### src/rtl/ctrl_pkg.sv
// -----------------------------------------------------------------------------
// ctrl_pkg
// Shared types and constants for the multi-cycle MIPS control unit:
//   - state_e      : FSM state encoding (also exported on the debug `state` port)
//   - OP_*         : primary opcode values (IR[31:26])
//   - alu_op_e     : ALUOp encoding        (0 add, 1 sub, 2 funct)
//   - alu_src_b_e  : ALUSrcB mux encoding  (0 B, 1 four, 2 sign-ext imm, 3 imm<<2)
//   - pc_source_e  : PCSource mux encoding (0 ALU, 1 ALUOut, 2 jump)
//   - op_class_t   : one-hot instruction class produced by opcode_classifier
//   - ctrl_t       : bundle of every datapath control output
// -----------------------------------------------------------------------------
package ctrl_pkg;

  typedef enum logic [3:0] {
    ST_FETCH     = 4'd0,
    ST_DECODE    = 4'd1,
    ST_MEM_ADDR  = 4'd2,
    ST_MEM_READ  = 4'd3,
    ST_MEM_WB    = 4'd4,
    ST_MEM_WRITE = 4'd5,
    ST_EXEC      = 4'd6,
    ST_R_WB      = 4'd7,
    ST_BRANCH    = 4'd8,
    ST_JUMP      = 4'd9,
    ST_ADDI_EXEC = 4'd10,
    ST_ADDI_WB   = 4'd11,
    ST_ILLEGAL   = 4'd12
  } state_e;

  localparam logic [5:0] OP_RTYPE = 6'h00;
  localparam logic [5:0] OP_LW    = 6'h23;
  localparam logic [5:0] OP_SW    = 6'h2B;
  localparam logic [5:0] OP_BEQ   = 6'h04;
  localparam logic [5:0] OP_BNE   = 6'h05;
  localparam logic [5:0] OP_J     = 6'h02;
  localparam logic [5:0] OP_ADDI  = 6'h08;

  typedef enum logic [1:0] {
    ALU_ADD   = 2'd0,
    ALU_SUB   = 2'd1,
    ALU_FUNCT = 2'd2
  } alu_op_e;

  typedef enum logic [1:0] {
    SRCB_B       = 2'd0,
    SRCB_FOUR    = 2'd1,
    SRCB_IMM     = 2'd2,
    SRCB_IMM_SH2 = 2'd3
  } alu_src_b_e;

  typedef enum logic [1:0] {
    PCSRC_ALU    = 2'd0,
    PCSRC_ALUOUT = 2'd1,
    PCSRC_JUMP   = 2'd2
  } pc_source_e;

  // Exactly one bit set for a legal opcode, all zero otherwise.
  typedef struct packed {
    logic rtype;
    logic mem;
    logic branch;
    logic jump;
    logic addi;
  } op_class_t;

  typedef struct packed {
    logic       pc_write;
    logic       pc_write_cond;
    logic       branch_ne;
    logic       i_or_d;
    logic       mem_read;
    logic       mem_write;
    logic       ir_write;
    logic       reg_dst;
    logic       mem_to_reg;
    logic       reg_write;
    logic       alu_src_a;
    alu_src_b_e alu_src_b;
    alu_op_e    alu_op;
    pc_source_e pc_source;
    logic       illegal_op;
    logic       instr_done;
  } ctrl_t;

endpackage

### src/rtl/opcode_classifier.sv
// -----------------------------------------------------------------------------
// opcode_classifier
// Combinational opcode decode for the DECODE state's next-state logic.
// Parameters:
//   ENABLE_BNE  : 0 makes opcode 0x05 illegal
//   ENABLE_ADDI : 0 makes opcode 0x08 illegal
// Ports:
//   opcode   in  6 : IR[31:26]
//   op_class out   : one-hot instruction class (all zero when illegal)
//   illegal  out 1 : opcode not supported in this configuration
// -----------------------------------------------------------------------------
module opcode_classifier
  import ctrl_pkg::*;
#(
  parameter bit ENABLE_BNE  = 1'b1,
  parameter bit ENABLE_ADDI = 1'b1
) (
  input  logic [5:0] opcode,
  output op_class_t  op_class,
  output logic       illegal
);

  always_comb begin
    op_class = '0;
    case (opcode)
      OP_RTYPE:     op_class.rtype  = 1'b1;
      OP_LW, OP_SW: op_class.mem    = 1'b1;
      OP_BEQ:       op_class.branch = 1'b1;
      OP_BNE:       op_class.branch = ENABLE_BNE;
      OP_J:         op_class.jump   = 1'b1;
      OP_ADDI:      op_class.addi   = ENABLE_ADDI;
      default:      op_class        = '0;
    endcase
    illegal = (op_class == '0);
  end

endmodule

### src/rtl/multicycle_control_unit.sv
// -----------------------------------------------------------------------------
// multicycle_control_unit
// Moore-style control FSM for the multi-cycle MIPS datapath. Each instruction
// walks FETCH -> DECODE -> (execute / memory / write-back) -> FETCH.
// Parameters:
//   MEM_HANDSHAKE : 1 = FETCH/MEM_READ/MEM_WRITE wait for mem_ready,
//                   0 = single-cycle memory, mem_ready ignored
//   ENABLE_BNE    : 0 decodes opcode 0x05 as illegal
//   ENABLE_ADDI   : 0 decodes opcode 0x08 as illegal
// Ports:
//   clk, rst                 : clock, synchronous active-high reset
//   opcode[5:0]              : IR[31:26], sampled in DECODE
//   mem_ready                : memory access completes this cycle
//   pc_write, pc_write_cond, branch_ne, i_or_d, mem_read, mem_write,
//   ir_write, reg_dst, mem_to_reg, reg_write, alu_src_a,
//   alu_src_b[1:0], alu_op[1:0], pc_source[1:0] : datapath controls
//   illegal_op               : pulse in the ILLEGAL state
//   instr_done               : pulse in each instruction's last state
//   state[3:0]               : current state, for debug
// -----------------------------------------------------------------------------
module multicycle_control_unit
  import ctrl_pkg::*;
#(
  parameter bit MEM_HANDSHAKE = 1'b1,
  parameter bit ENABLE_BNE    = 1'b1,
  parameter bit ENABLE_ADDI   = 1'b1
) (
  input  logic       clk,
  input  logic       rst,
  input  logic [5:0] opcode,
  input  logic       mem_ready,
  output logic       pc_write,
  output logic       pc_write_cond,
  output logic       branch_ne,
  output logic       i_or_d,
  output logic       mem_read,
  output logic       mem_write,
  output logic       ir_write,
  output logic       reg_dst,
  output logic       mem_to_reg,
  output logic       reg_write,
  output logic       alu_src_a,
  output logic [1:0] alu_src_b,
  output logic [1:0] alu_op,
  output logic [1:0] pc_source,
  output logic       illegal_op,
  output logic       instr_done,
  output logic [3:0] state
);

  state_e     state_q, state_d;
  logic [5:0] opcode_q;
  op_class_t  op_class;
  logic       op_illegal;
  logic       mem_done;
  ctrl_t      ctrl;

  opcode_classifier #(
    .ENABLE_BNE (ENABLE_BNE),
    .ENABLE_ADDI(ENABLE_ADDI)
  ) u_classifier (
    .opcode  (opcode),
    .op_class(op_class),
    .illegal (op_illegal)
  );

  // Without a handshake every memory access finishes in its first cycle.
  assign mem_done = MEM_HANDSHAKE ? mem_ready : 1'b1;

  always_comb begin
    state_d = state_q;
    case (state_q)
      ST_FETCH:     if (mem_done) state_d = ST_DECODE;
      ST_DECODE: begin
        if (op_illegal)           state_d = ST_ILLEGAL;
        else if (op_class.rtype)  state_d = ST_EXEC;
        else if (op_class.mem)    state_d = ST_MEM_ADDR;
        else if (op_class.branch) state_d = ST_BRANCH;
        else if (op_class.jump)   state_d = ST_JUMP;
        else                      state_d = ST_ADDI_EXEC;
      end
      // Only lw and sw reach MEM_ADDR, so the latched opcode picks one of two.
      ST_MEM_ADDR:  state_d = (opcode_q == OP_SW) ? ST_MEM_WRITE : ST_MEM_READ;
      ST_MEM_READ:  if (mem_done) state_d = ST_MEM_WB;
      ST_MEM_WRITE: if (mem_done) state_d = ST_FETCH;
      ST_EXEC:      state_d = ST_R_WB;
      ST_ADDI_EXEC: state_d = ST_ADDI_WB;
      ST_MEM_WB, ST_R_WB, ST_BRANCH, ST_JUMP, ST_ADDI_WB, ST_ILLEGAL:
                    state_d = ST_FETCH;
      default:      state_d = ST_FETCH;
    endcase
  end

  always_ff @(posedge clk) begin
    if (rst) begin
      state_q  <= ST_FETCH;
      opcode_q <= '0;
    end else begin
      state_q <= state_d;
      if (state_q == ST_DECODE) opcode_q <= opcode;
    end
  end

  // Outputs are decoded from the registered state rather than registered
  // themselves: FETCH/MEM_WRITE strobes depend on mem_ready in the same cycle,
  // and everything must drop to zero in the very cycle rst is high.
  always_comb begin
    ctrl = '0;
    case (state_q)
      ST_FETCH: begin
        ctrl.mem_read  = 1'b1;
        ctrl.alu_src_b = SRCB_FOUR;
        ctrl.ir_write  = mem_done;
        ctrl.pc_write  = mem_done;
      end
      ST_DECODE: begin
        ctrl.alu_src_b = SRCB_IMM_SH2;
      end
      ST_MEM_ADDR, ST_ADDI_EXEC: begin
        ctrl.alu_src_a = 1'b1;
        ctrl.alu_src_b = SRCB_IMM;
      end
      ST_MEM_READ: begin
        ctrl.mem_read = 1'b1;
        ctrl.i_or_d   = 1'b1;
      end
      ST_MEM_WB: begin
        ctrl.reg_write  = 1'b1;
        ctrl.mem_to_reg = 1'b1;
        ctrl.instr_done = 1'b1;
      end
      ST_MEM_WRITE: begin
        ctrl.mem_write  = 1'b1;
        ctrl.i_or_d     = 1'b1;
        ctrl.instr_done = mem_done;
      end
      ST_EXEC: begin
        ctrl.alu_src_a = 1'b1;
        ctrl.alu_src_b = SRCB_B;
        ctrl.alu_op    = ALU_FUNCT;
      end
      ST_R_WB: begin
        ctrl.reg_write  = 1'b1;
        ctrl.reg_dst    = 1'b1;
        ctrl.instr_done = 1'b1;
      end
      ST_BRANCH: begin
        ctrl.alu_src_a     = 1'b1;
        ctrl.alu_src_b     = SRCB_B;
        ctrl.alu_op        = ALU_SUB;
        ctrl.pc_write_cond = 1'b1;
        ctrl.pc_source     = PCSRC_ALUOUT;
        ctrl.branch_ne     = (opcode_q == OP_BNE);
        ctrl.instr_done    = 1'b1;
      end
      ST_JUMP: begin
        ctrl.pc_write   = 1'b1;
        ctrl.pc_source  = PCSRC_JUMP;
        ctrl.instr_done = 1'b1;
      end
      ST_ADDI_WB: begin
        ctrl.reg_write  = 1'b1;
        ctrl.instr_done = 1'b1;
      end
      ST_ILLEGAL: begin
        ctrl.illegal_op = 1'b1;
      end
      default: ctrl = '0;
    endcase
    if (rst) ctrl = '0;
  end

  assign pc_write      = ctrl.pc_write;
  assign pc_write_cond = ctrl.pc_write_cond;
  assign branch_ne     = ctrl.branch_ne;
  assign i_or_d        = ctrl.i_or_d;
  assign mem_read      = ctrl.mem_read;
  assign mem_write     = ctrl.mem_write;
  assign ir_write      = ctrl.ir_write;
  assign reg_dst       = ctrl.reg_dst;
  assign mem_to_reg    = ctrl.mem_to_reg;
  assign reg_write     = ctrl.reg_write;
  assign alu_src_a     = ctrl.alu_src_a;
  assign alu_src_b     = ctrl.alu_src_b;
  assign alu_op        = ctrl.alu_op;
  assign pc_source     = ctrl.pc_source;
  assign illegal_op    = ctrl.illegal_op;
  assign instr_done    = ctrl.instr_done;
  assign state         = rst ? 4'd0 : state_q;

endmodule

### config.mk
export PLATFORM = sky130hd
export DESIGN_NAME = multicycle_control_unit
export DESIGN_NICKNAME = d
export VERILOG_FILES = /design/src/rtl/ctrl_pkg.sv /design/src/rtl/opcode_classifier.sv /design/src/rtl/multicycle_control_unit.sv
export SDC_FILE = /design/constraint.sdc
export NUM_CORES = 1
export LEC_CHECK = 0
export CORE_ASPECT_RATIO = 0.8
export CORE_MARGIN = 2
export CORE_UTILIZATION = 23
export DETAILED_ROUTE_END_ITERATION = 8
export GPL_TIMING_DRIVEN = 0
export PLACE_DENSITY = 0.49
export REMOVE_ABC_BUFFERS = 1
export SLEW_MARGIN = 20
export SYNTH_ARGS = -nofsm -noshare
export SYNTH_HDL_FRONTEND = slang
export SYNTH_HIERARCHICAL = 1
export SYNTH_SLANG_ARGS = --single-unit
### constraint.sdc
create_clock -name clk -period 1.5 [get_ports clk]
set_input_delay 0.15 -clock clk [delete_from_list [all_inputs] [get_ports clk]]
set_output_delay 0.15 -clock clk [all_outputs]
set_load 0.1 [all_outputs]
==> metrics.txt <==
Tcrit/Tclk final 1.13; crit-path cells buf_4 > a21o_1 > a2111oi_4 > buf_6; violated checks setup timing; vias in the first global route 967; CTS Buffer Depth 2; drt wl/cell 14.2 um; ant diodes 0; DR vias 1036; cell count after synthesis 117; DIE WIDTH 72.1 um; CP Buf/Inv Count 2; FMAX 588 MHz; reg2reg end state_q[1]$_SDFFE_PP0P_; WP depth 4; Port Buf Inserts 31; Leak 0.636 nW; Die Y 58.4 um; Worst Path Max Fanout 7; Period minus WS final 1700 ps; CTS tree done; number of synthesis warnings 6; Hold Vio Cnt, Final 0; post-layout instance area 0.00154 mm^2; critical path class flop to primary output; root buffer cell clkbuf_8; max incr delay on CP 360 ps; I/O pin cnt 32; grt ovf 0; first-pass detailed-route iteration total 4; Mapped Avg Cell Area 7.28 um^2; Iteration-0 DRC Markers 46; largest net degree at the start of global routing 22; crit path capture instr_done; RSZ-0062 raised after global routing true; Clock transition at path regs 50 ps; # rows 19; Worst Hold Class input port to flop; initial antenna violation count 0; Worst-Margin Slew 636 ps; Total Power 1.69 mW; Initial Util 0.244; Netlist Area Pre-Place 852 um^2; Power Density 1100 mW/mm^2; Final ANT Viol Nets 0; CP arrival 1550 ps; Setup crit start state_q[3]$_SDFFE_PP0P_; Post-DP Area 0.00116 mm^2; Die ar. 0.00421 mm^2; worst slack, placed -1810 ps; Final Max Slew Viols 0; gpl congestion 0.696; headroom to the max-slew limit 0.572; setup ws final -200 ps; Max-cap violations 0; Worst VDD drop 0.499 mV; Top Family by Delay on Critical Path compound AO/OA/AOI/OAI gates; H-tree lvl count 1; r2r setup slk -70 ps; DR DRC count 0; layout cells sized above 1 0.509; Worst-Skew Late Latency 230 ps; core area 0.00349 mm^2; Startpoint Class flop; post-DP HPWL 1880 um; CP Capture Type primary output; # clock sinks 10; Vias/cell 5.05; setup clock skew after layout 2.62 ps; first-pass GRT wire length 4640 um; status finished, violations left; WP data required 1350 ps; Nets 174; Critical-path top delay cell dfxtp_4; hold buffer count at CTS 0; Final Setup Violations 21; All-Layer GR Usage 0.140; drt total wl 2920 um; reg2reg path depth 5; origin of the critical flop-to-flop path state_q[3]$_SDFFE_PP0P_; Syn-to-layout area delta 81.2%; CTS Buf Count 3
worst min-delay path, cell delays in order:
cell     delay (ps)
buf_6           110
nand2_1          50
a21oi_1          50
area by class of cell:
cell class | count | area [um^2]
inverter | 1 | 3.75
fill | 336 | 1950
clock buffer | 3 | 41.3
multi-input combinational | 96 | 713
timing repair buffer | 53 | 518
tap | 42 | 52.6
sequential | 10 | 215
flip-flops by register name, indices dropped and copies added (netlist names):
name / cells
opcode_q: 6
state_q: 4
placed cells by master, fill, tap and decap left out, types with 2 or more instances in the layout:
master	instances
and4b_1	2
nand2_1	19
nor3_2	5
buf_4	23
a21oi_1	7
nand2b_1	3
nor2b_4	3
nor2b_1	4
nor4_1	2
a21o_1	2
nor3_1	4
a22o_1	2
clkbuf_4	2
nor3b_1	2
dfxtp_1	6
buf_2	4
buf_6	12
nor2_1	8
dfxtp_4	4
buf_8	2
nand2b_4	2
buf_12	4
nor2_2	2
clkbuf_8	6
worst min-delay path by stage:
stage                             startpoint                       end  slack [ps]  cells after the start
finish                             opcode[1]  opcode_q[1]$_SDFFE_PP0P_         180                      3
global route                       opcode[1]  opcode_q[1]$_SDFFE_PP0P_         200                      3
CTS                                opcode[1]  opcode_q[1]$_SDFFE_PP0P_         180                      3
detailed placement  opcode_q[4]$_SDFFE_PP0P_  opcode_q[4]$_SDFFE_PP0P_         460                      2
global placement    opcode_q[4]$_SDFFE_PP0P_  opcode_q[4]$_SDFFE_PP0P_         460                      2
floorplan                                rst  opcode_q[0]$_SDFFE_PP0P_         220                      1
repair_timing:
item | 4_1_cts | 5_1_grt
setup buffers | 19 | 3
endpoints found under the setup margin | 33 | 32
resized for setup | 215 | 29
pin swaps | 11 | 5
report_power, final:
part           switching [mW]  internal, mW  leakage, nW
clock network          0.0956         0.175       0.0216
logic                   0.664         0.379        0.530
registers              0.0655         0.312       0.0845
metal layers:
metal	GRT usage	vias to the layer above	wire, um
li1	-	519	-
met4	0.0431	0	34
met3	0.0171	4	69
met5	0	-	0
met2	0.217	15	1410
met1	0.203	498	1400
per-stage QoR:
step	TNS [ps]	hold slack [ps]	cells	utilization
2_1_floorplan	-52430	219	107	-
3_3_place_gp	-31170	456	180	0.331
3_5_place_dp	-32240	457	180	0.331
4_1_cts	-1790	177	202	0.412
5_1_grt	-3270	197	205	0.442
6_report	-1290	180	205	0.442
(Power assumes the default switching activity.)
